$ cat src/rtl/cell_pos_reader.sv
// cell_pos_reader: fetches a cell's particle count, then streams
// particle words from a 2-cycle-latency memory through valid/ready.
module cell_pos_reader #(
  parameter int DATA_WIDTH   = 96,
  parameter int PARTICLE_NUM = 220,
  parameter int ADDR_WIDTH   = 8,
  parameter int FIFO_DEPTH   = 4
) (
  input  logic                  clk,
  input  logic                  rst_n,
  input  logic                  start,
  output logic                  busy,
  output logic                  done,
  output logic                  count_ovf,
  output logic [ADDR_WIDTH-1:0] particle_count,
  output logic [ADDR_WIDTH-1:0] mem_addr,
  output logic                  mem_rden,
  output logic                  mem_wren,
  input  logic [DATA_WIDTH-1:0] mem_q,
  output logic                  out_valid,
  input  logic                  out_ready,
  output logic [DATA_WIDTH-1:0] out_data,
  output logic [ADDR_WIDTH-1:0] out_index,
  output logic                  out_last
);

  localparam int PW = (FIFO_DEPTH > 1) ? $clog2(FIFO_DEPTH) : 1;
  localparam int CW = $clog2(FIFO_DEPTH + 1);
  localparam logic [ADDR_WIDTH-1:0] PMAX = ADDR_WIDTH'(PARTICLE_NUM - 1);
  localparam logic [CW:0] DEPTH_C = (CW+1)'(FIFO_DEPTH);
  localparam logic [PW-1:0] PTR_LAST = PW'(FIFO_DEPTH - 1);

  typedef enum logic [2:0] {
    IDLE, CNT_REQ, CNT_WAIT, STREAM, DRAIN, DONE
  } state_t;

  state_t                  state_q, state_d;
  logic [ADDR_WIDTH-1:0]   mem_addr_q, mem_addr_d;
  logic                    mem_rden_q, mem_rden_d;
  logic [ADDR_WIDTH-1:0]   pcount_q, pcount_d;
  logic                    ovf_q, ovf_d;
  logic                    wait_q, wait_d;
  logic                    v1_q, v1_d, v2_q, v2_d;
  logic [ADDR_WIDTH-1:0]   a1_q, a1_d, a2_q, a2_d;
  logic [PW-1:0]           wr_q, wr_d, rd_q, rd_d;
  logic [CW-1:0]           cnt_q, cnt_d;
  logic [DATA_WIDTH-1:0]   data_q [FIFO_DEPTH];
  logic [DATA_WIDTH-1:0]   data_d [FIFO_DEPTH];
  logic [ADDR_WIDTH-1:0]   idx_q  [FIFO_DEPTH];
  logic [ADDR_WIDTH-1:0]   idx_d  [FIFO_DEPTH];

  logic                    push, pop, credit, drained;
  logic [CW:0]             used, limit;
  logic [ADDR_WIDTH-1:0]   cnt_raw, cnt_clamp;
  logic                    cnt_big;

  function automatic logic [PW-1:0] nxt(input logic [PW-1:0] p);
    return (p == PTR_LAST) ? '0 : p + 1'b1;
  endfunction

  assign out_valid = (cnt_q != '0);
  assign push      = v2_q;
  assign pop       = out_valid & out_ready;

  // A pop this cycle returns its credit to the next issue decision.
  assign used  = (CW+1)'(cnt_q) + (CW+1)'(mem_rden_q)
               + (CW+1)'(v1_q) + (CW+1)'(v2_q);
  assign limit = DEPTH_C + (CW+1)'(pop);
  assign credit = (used < limit);

  assign drained = !mem_rden_q && !v1_q && !v2_q &&
                   ((cnt_q == '0) || ((cnt_q == CW'(1)) && pop));

  assign cnt_raw   = mem_q[ADDR_WIDTH-1:0];
  assign cnt_big   = (cnt_raw > PMAX);
  assign cnt_clamp = cnt_big ? PMAX : cnt_raw;

  // Next state and memory-port request.
  always_comb begin
    state_d    = state_q;
    mem_addr_d = mem_addr_q;
    mem_rden_d = 1'b0;
    pcount_d   = pcount_q;
    ovf_d      = ovf_q;
    wait_d     = wait_q;
    unique case (state_q)
      IDLE: begin
        if (start) begin
          state_d    = CNT_REQ;
          mem_addr_d = '0;
          mem_rden_d = 1'b1;
          ovf_d      = 1'b0;
          wait_d     = 1'b0;
        end
      end
      CNT_REQ: state_d = CNT_WAIT;
      CNT_WAIT: begin
        if (!wait_q) begin
          wait_d = 1'b1;
        end else begin
          pcount_d = cnt_clamp;
          ovf_d    = cnt_big;
          if (cnt_clamp == '0) begin
            state_d = DONE;
          end else begin
            state_d    = STREAM;
            mem_addr_d = ADDR_WIDTH'(1);
            mem_rden_d = 1'b1;
          end
        end
      end
      STREAM: begin
        if (mem_addr_q == pcount_q) begin
          state_d = DRAIN;
        end else if (credit) begin
          mem_addr_d = mem_addr_q + 1'b1;
          mem_rden_d = 1'b1;
        end
      end
      DRAIN: begin
        if (drained) state_d = DONE;
      end
      DONE: state_d = IDLE;
      default: state_d = IDLE;
    endcase
  end

  // In-flight tracking and the output FIFO.
  always_comb begin
    v1_d   = mem_rden_q && (mem_addr_q != '0);
    a1_d   = mem_addr_q;
    v2_d   = v1_q;
    a2_d   = a1_q;
    wr_d   = wr_q;
    rd_d   = rd_q;
    cnt_d  = cnt_q;
    data_d = data_q;
    idx_d  = idx_q;
    if (push) begin
      data_d[wr_q] = mem_q;
      idx_d[wr_q]  = a2_q;
      wr_d         = nxt(wr_q);
    end
    if (pop) rd_d = nxt(rd_q);
    if (push && !pop) cnt_d = cnt_q + 1'b1;
    else if (!push && pop) cnt_d = cnt_q - 1'b1;
  end

  // State registers.
  always_ff @(posedge clk or negedge rst_n) begin
    if (!rst_n) begin
      state_q    <= IDLE;
      mem_addr_q <= '0;
      mem_rden_q <= 1'b0;
      pcount_q   <= '0;
      ovf_q      <= 1'b0;
      wait_q     <= 1'b0;
      v1_q       <= 1'b0;
      v2_q       <= 1'b0;
      a1_q       <= '0;
      a2_q       <= '0;
      wr_q       <= '0;
      rd_q       <= '0;
      cnt_q      <= '0;
      for (int i = 0; i < FIFO_DEPTH; i++) begin
        data_q[i] <= '0;
        idx_q[i]  <= '0;
      end
    end else begin
      state_q    <= state_d;
      mem_addr_q <= mem_addr_d;
      mem_rden_q <= mem_rden_d;
      pcount_q   <= pcount_d;
      ovf_q      <= ovf_d;
      wait_q     <= wait_d;
      v1_q       <= v1_d;
      v2_q       <= v2_d;
      a1_q       <= a1_d;
      a2_q       <= a2_d;
      wr_q       <= wr_d;
      rd_q       <= rd_d;
      cnt_q      <= cnt_d;
      data_q     <= data_d;
      idx_q      <= idx_d;
    end
  end

  assign busy           = (state_q != IDLE);
  assign done           = (state_q == DONE);
  assign count_ovf      = ovf_q;
  assign particle_count = pcount_q;
  assign mem_addr       = mem_addr_q;
  assign mem_rden       = mem_rden_q;
  assign mem_wren       = 1'b0;
  assign out_data       = data_q[rd_q];
  assign out_index      = idx_q[rd_q];
  assign out_last       = out_valid && (idx_q[rd_q] == pcount_q);

endmodule

$ cat config.mk
export PLATFORM = sky130hd
export DESIGN_NAME = cell_pos_reader
export DESIGN_NICKNAME = d
export VERILOG_FILES = /design/src/rtl/cell_pos_reader.sv
export SDC_FILE = /design/constraint.sdc
export NUM_CORES = 1
export LEC_CHECK = 0
export ABC_AREA = 0
export CAP_MARGIN = 25
export CORE_MARGIN = 10
export CORE_UTILIZATION = 40
export CTS_CLUSTER_SIZE = 16
export DETAILED_ROUTE_END_ITERATION = 10
export SLEW_MARGIN = 20
export SYNTH_ARGS = -nofsm -noshare
export SYNTH_HDL_FRONTEND = slang
export SYNTH_SLANG_ARGS = --single-unit
export TNS_END_PERCENT = 30
$ cat constraint.sdc
create_clock -name clk -period 4.7 [get_ports clk]
set_input_delay 0.705 -clock clk [delete_from_list [all_inputs] [get_ports clk]]
set_output_delay 0.705 -clock clk [all_outputs]
set_load 0.05 [all_outputs]
# [After elaboration in Yosys (flattened, before gate mapping)]
# Cells that the tools add are included.
[word_totals] regBits=463 output_inout_bits=127
[classes] n_lt_le_gt_ge=5 eq_ne=17 add_sub_neg=9 mux=39 reduce_logical=28 bitwise_logic=3
[ops] operator="$bwmux W384" count=1
[ops] operator="$mux W96" count=3
[ops] operator="$bmux W96 S2" count=1
[ops] operator="$demux W96 S2" count=1
[ops] operator="$mux W8" count=9
[ops] operator="$bwmux W32" count=1
[ops] operator="$pmux W8 S3" count=1
[ops] operator="$mux W3" count=7
[ops] operator="$bmux W8 S2" count=1
[ops] operator="$demux W8 S2" count=1
[ops] operator="$eq A8 B8 Y1" count=2
[ops] operator="$pmux W3 S5" count=1
[ops] operator="$ne A2 B2 Y1 const B" count=7
[ops] operator="$logic_and A1 B1 Y1" count=9
[ops] operator="$reduce_bool A3 Y1" count=3
[ops] operator="$add A4 B1 Y4" count=2
[ops] operator="$add A8 B1 Y8 const B" count=1
[ops] operator="$gt A8 B8 Y1 const B" count=1
[ops] operator="$logic_not A8 Y1" count=1
[ops] operator="$reduce_bool A8 Y1" count=1
[ops] operator="$mux W1" count=7
[ops] operator="$eq A3 B1 Y1 const B" count=2
[ops] operator="$eq A3 B2 Y1 const B" count=2
[ops] operator="$eq A3 B3 Y1 const B" count=2
[ops] operator="other kinds (22)" count=34

# [Depth between registers and ports, before layout]
[logic_depth] word_depth=7 depth_mapped=9 depth_no_buf=9

# [Worst setup path before layout]
# OpenSTA, ideal clock, no wires.
[synth_path] path_kind="flip-flop to output port" from="register rd_q[0]" to="output port out_last" slack_ps=1255 stages_incl_launch_ff=7 required_time_ps=3995 t_arrival_ps=2740 path_cell_list="dfrtp_1 -> buf_6 -> mux4_1 -> xnor2_1 -> nor4_2 -> nand3_1 -> nor4_2"
[synth_between] elab_chain_len=6
[synth_rtl] item="start, declared" line="45" rtl="logic [PW-1:0] wr_q, wr_d, rd_q, rd_d;"
[synth_rtl] item="start signal, assigned" line="181" rtl="rd_q <= rd_d;"
[synth_rtl] item="$not A2 Y3"
[synth_rtl] item="$bmux W8 S2"
[synth_rtl] item="$mux W8 (2 in series)"
[synth_rtl] item="named net out_index[2]" line="23" rtl="output logic [ADDR_WIDTH-1:0] out_index,"
[synth_rtl] item="$eq A8 B8 Y1" line="197" rtl="assign out_last = out_valid && (idx_q[rd_q] == pcount_q);"
[synth_rtl] item="$logic_and A1 B1 Y1" line="197"
[synth_rtl] item="end, declared" line="24" rtl="output logic out_last"
# The timed path passes the listed nets, and every way through them passes these cells. The select of a mux whose other input is x is not followed.

# [Worst setup path after layout]
[layout_path] from="register rd_q[0]" to="output port out_data[46]"
[layout_between] elab_chain_len=4
[layout_rtl] item="$not A2 Y3 (not written as such)" line="195" rtl="assign out_data = data_q[rd_q];"
[layout_rtl] item="$bmux W96 S2" line="195"
[layout_rtl] item="$mux W96 (not written as such) (2 in series)" line="195"
[layout_rtl] item="end, declared" line="22" rtl="output logic [DATA_WIDTH-1:0] out_data,"
# No other way between the ends. The select of a mux whose other input is x is not followed.

==> flow_summary_export.csv <==
group,metric,value,unit
grt,grt_max_degree,108,
grt,antenna_found_initial,1,
timing,maxSlewViolCount,0,
worst_setup_path,cpMaxStageDelayCell,"dfrtp_4",
worst_setup_path,crit_fanout,26,
clock_network,numClockSinks,463,
worst_setup_path,r2r_end,"mem_addr[1]",
worst_setup_path,path_cells,"buf_4 > mux4_2 > clkdlybuf4s50_1",
final_layout,final_cell_area,0.0250,mm^2
timing,relSlewSlack,36.0,%
grt,grt_util_met3,2.80,%
timing,fmax,0.260,GHz
timing,hold_viol_final,0,
placement,io_buffers,225,
drt,drt_iter0_drc,453,
worst_setup_path,r2r_cells,9,
floorplanning,io_pins,227,
synth,synth.net_count,1351,
final_layout,syn_to_final_growth,24.0,%
clock_network,cts_resized,0,
grt,grt_use_met2,27.2,%
timing,tns,0,ns
synth,yosysUniqueCellTypes,52,
final_layout,fillers,4198,
timing,fin_worst_skew,0.0253,ns
floorplanning,dieArea,0.0598,mm^2
clock_network,cts_made_buffers,49,
drt,viasPerCell,5.20,
status,status,"completed",
clock_network,clock_latency,0.58,ns
job,cap_violations,0,
grt,track_usage,15.9,%
clock_network,cts-htree-levels,2,
clock_network,postCtsSetupRepairBufs,0,
drt,drt-total-wl,47100,um
synth,synth-seq-cells,463,
drt,drc,0,
placement,pre_cts_ws,1.39,ns
worst_setup_path,worst_setup_path_end_kind,"primary output",
drt,avgRoutedWirePerCell,21.7,um
synth,synth_warnings,0,
grt,grt_overflow_total,0,
timing,rsz0062_at_grt,"no",
placement,placed_cell_area,0.0232,mm^2
floorplanning,dieWidth,244,um
worst_setup_path,crit_required,3.99,ns
timing,setup_ws,0.858,ns
grt,top_usage_layer,"met2",
worst_setup_path,crit_type,"register to primary output",
synth,yosys.area.top_type,"dfrtp_1",
placement,gp_congestion,0.798,
clock_network,cts-root-buf,"clkbuf_16",
grt,grt_pass1_vias,12600,
worst_hold_path,hold_path.class,"input port to async pin",
floorplanning,rows,82,
timing,worstMarginPinSlew,0.960,ns
floorplanning,start_util,40.3,%
timing,period_minus_slack,3.84,ns
final_layout,layout.nets,1571,
synth,synth_top_area_share,57.5,%
floorplanning,core-area,0.0500,mm^2
worst_setup_path,start_kind,"register",
synth,yosysSeqAreaShare,57.5,%
clock_network,clk_pin_slew_worst_paths,0.06,ns
synth,synthTopCellsByCount,"dfrtp_1, mux2_2, mux4_2, buf_2, nand2_1",
worst_setup_path,rrSetupSlack,1.41,ns
synth,async_flop_share,100,%
synth,synth_area_leaders,"dfrtp_1, mux2_2, mux4_2",
synth,synth.most_common_cell,"dfrtp_1",
grt,use_met1,20.5,%
worst_setup_path,r2r-start,"push",
clock_network,ctsHoldBuffers,0,
final_layout,drive_gt1_share,42.9,%
worst_setup_path,slowest_delay,0.78,ns
clock_network,cts_tree,"built",
drt,ant_nets,0,
final_layout,utilization,50.0,%
synth,synth_edf_count,0,
placement,dpl.hpwl,29800,um
synth,synth-main-ff-cell,"dfrtp_1",
synth,synth_area,0.0202,mm^2
synth,synthCells,1234,
synth,syn_avg_cell_area,16.3,um^2
worst_setup_path,arrival,3.14,ns
timing,setup_viol,0,
grt,grt_pass1_wl,75100,um
floorplanning,fp.dieH,244,um
clock_network,clk_path_buf_depth,3,
drt,first_pass_iters,4,
drt,num_vias,11300,
timing,finalCritPeriodShare,81.7,%
==> logic make-up after synthesis <==
family,count (synthesis),synth area share [%]
muxes,528,35.3
DFF,463,57.5
buffers and inverters,96,2.15
and+or+nand+nor,74,1.85
AOI/OAI and AO/OA,36,1.22
xor gates and xnor gates,19,0.826
adders and majority gates,17,1.13
other,1,0.0186
==> routing by layer <==
metal  share of wire (%)  up-vias
li1                    -     5003
met1                  44     6035
met2                  51      183
met3                 3.7       52
met4                 1.7        0
met5                   0        -
==> how the worst max path moves through the flow <==
stage | start | end | slack (ns) | depth (start not counted)
3_5_place_dp | rd_q[0] | out_data[3] | 1.39 | 3
2_1_floorplan | rd_q[0] | out_last | 1.26 | 6
4_1_cts | rd_q[0] | out_data[3] | 0.76 | 3
6_report | rd_q[0] | out_data[46] | 0.86 | 3
5_1_grt | rd_q[0] | out_data[3] | 0.65 | 3
3_3_place_gp | rd_q[0] | out_data[33] | 1.40 | 3
==> placed cells by master (no fill, tap or decap), types with 8 or more instances in the layout <==
cell	synthesis	final
dfrtp_1	463	461
mux2_2	420	420
clkdlybuf4s50_1	0	223
mux4_2	102	102
clkbuf_16	0	51
inv_1	21	21
nand2_1	24	20
nor2_1	16	16
ha_1	15	15
clkbuf_8	0	13
buf_4	4	13
xnor2_1	12	12
a21oi_1	9	9
bufinv_16	0	9
clkinv_2	0	9
clkbuf_1	9	9
o21ai_0	8	8
==> area by class of cell <==
class	count	area [um^2]	area share, %
antenna	1	2.50	0.0100
clock buffer	73	1490	5.96
clock inverter	19	324	1.30
tap	672	841	3.37
multi-input combinational	675	8170	32.7
timing repair buffer	244	2480	9.94
inverter	21	78.8	0.315
sequential	463	11600	46.4
==> through the flow <==
| stage | instances | hold slack, ns |
|---|---|---|
| after detailed placement | 2075 | 0.336 |
| after floorplan | 1234 | 0.331 |
| final | 2168 | 0.186 |
| after CTS | 2167 | 0.199 |
| after global routing | 2168 | 0.247 |
| after global placement | 2075 | 0.333 |
==> state kept, by name, indices dropped and copies added, names as in the netlist <==
register        cells
v1_q                1
state_q             3
push                1
mem_rden            1
wait_q              1
idx_q              32
a2_q                8
a1_q                8
particle_count      8
count_ovf           1
mem_addr            8
data_q            384
rd_q                2
cnt_q               3
wr_q                2
==> critical path, delay by kind of cell (launching register included) <==
family | cells | cell delay [ns]
buffers and inverters | 2 | 1.17
flip-flops | 1 | 0.78
multiplexers | 1 | 0.59
Power is left out: the tool's default activity adds up to more than one toggle a clock period on the data nets, which glitch-free logic cannot reach.
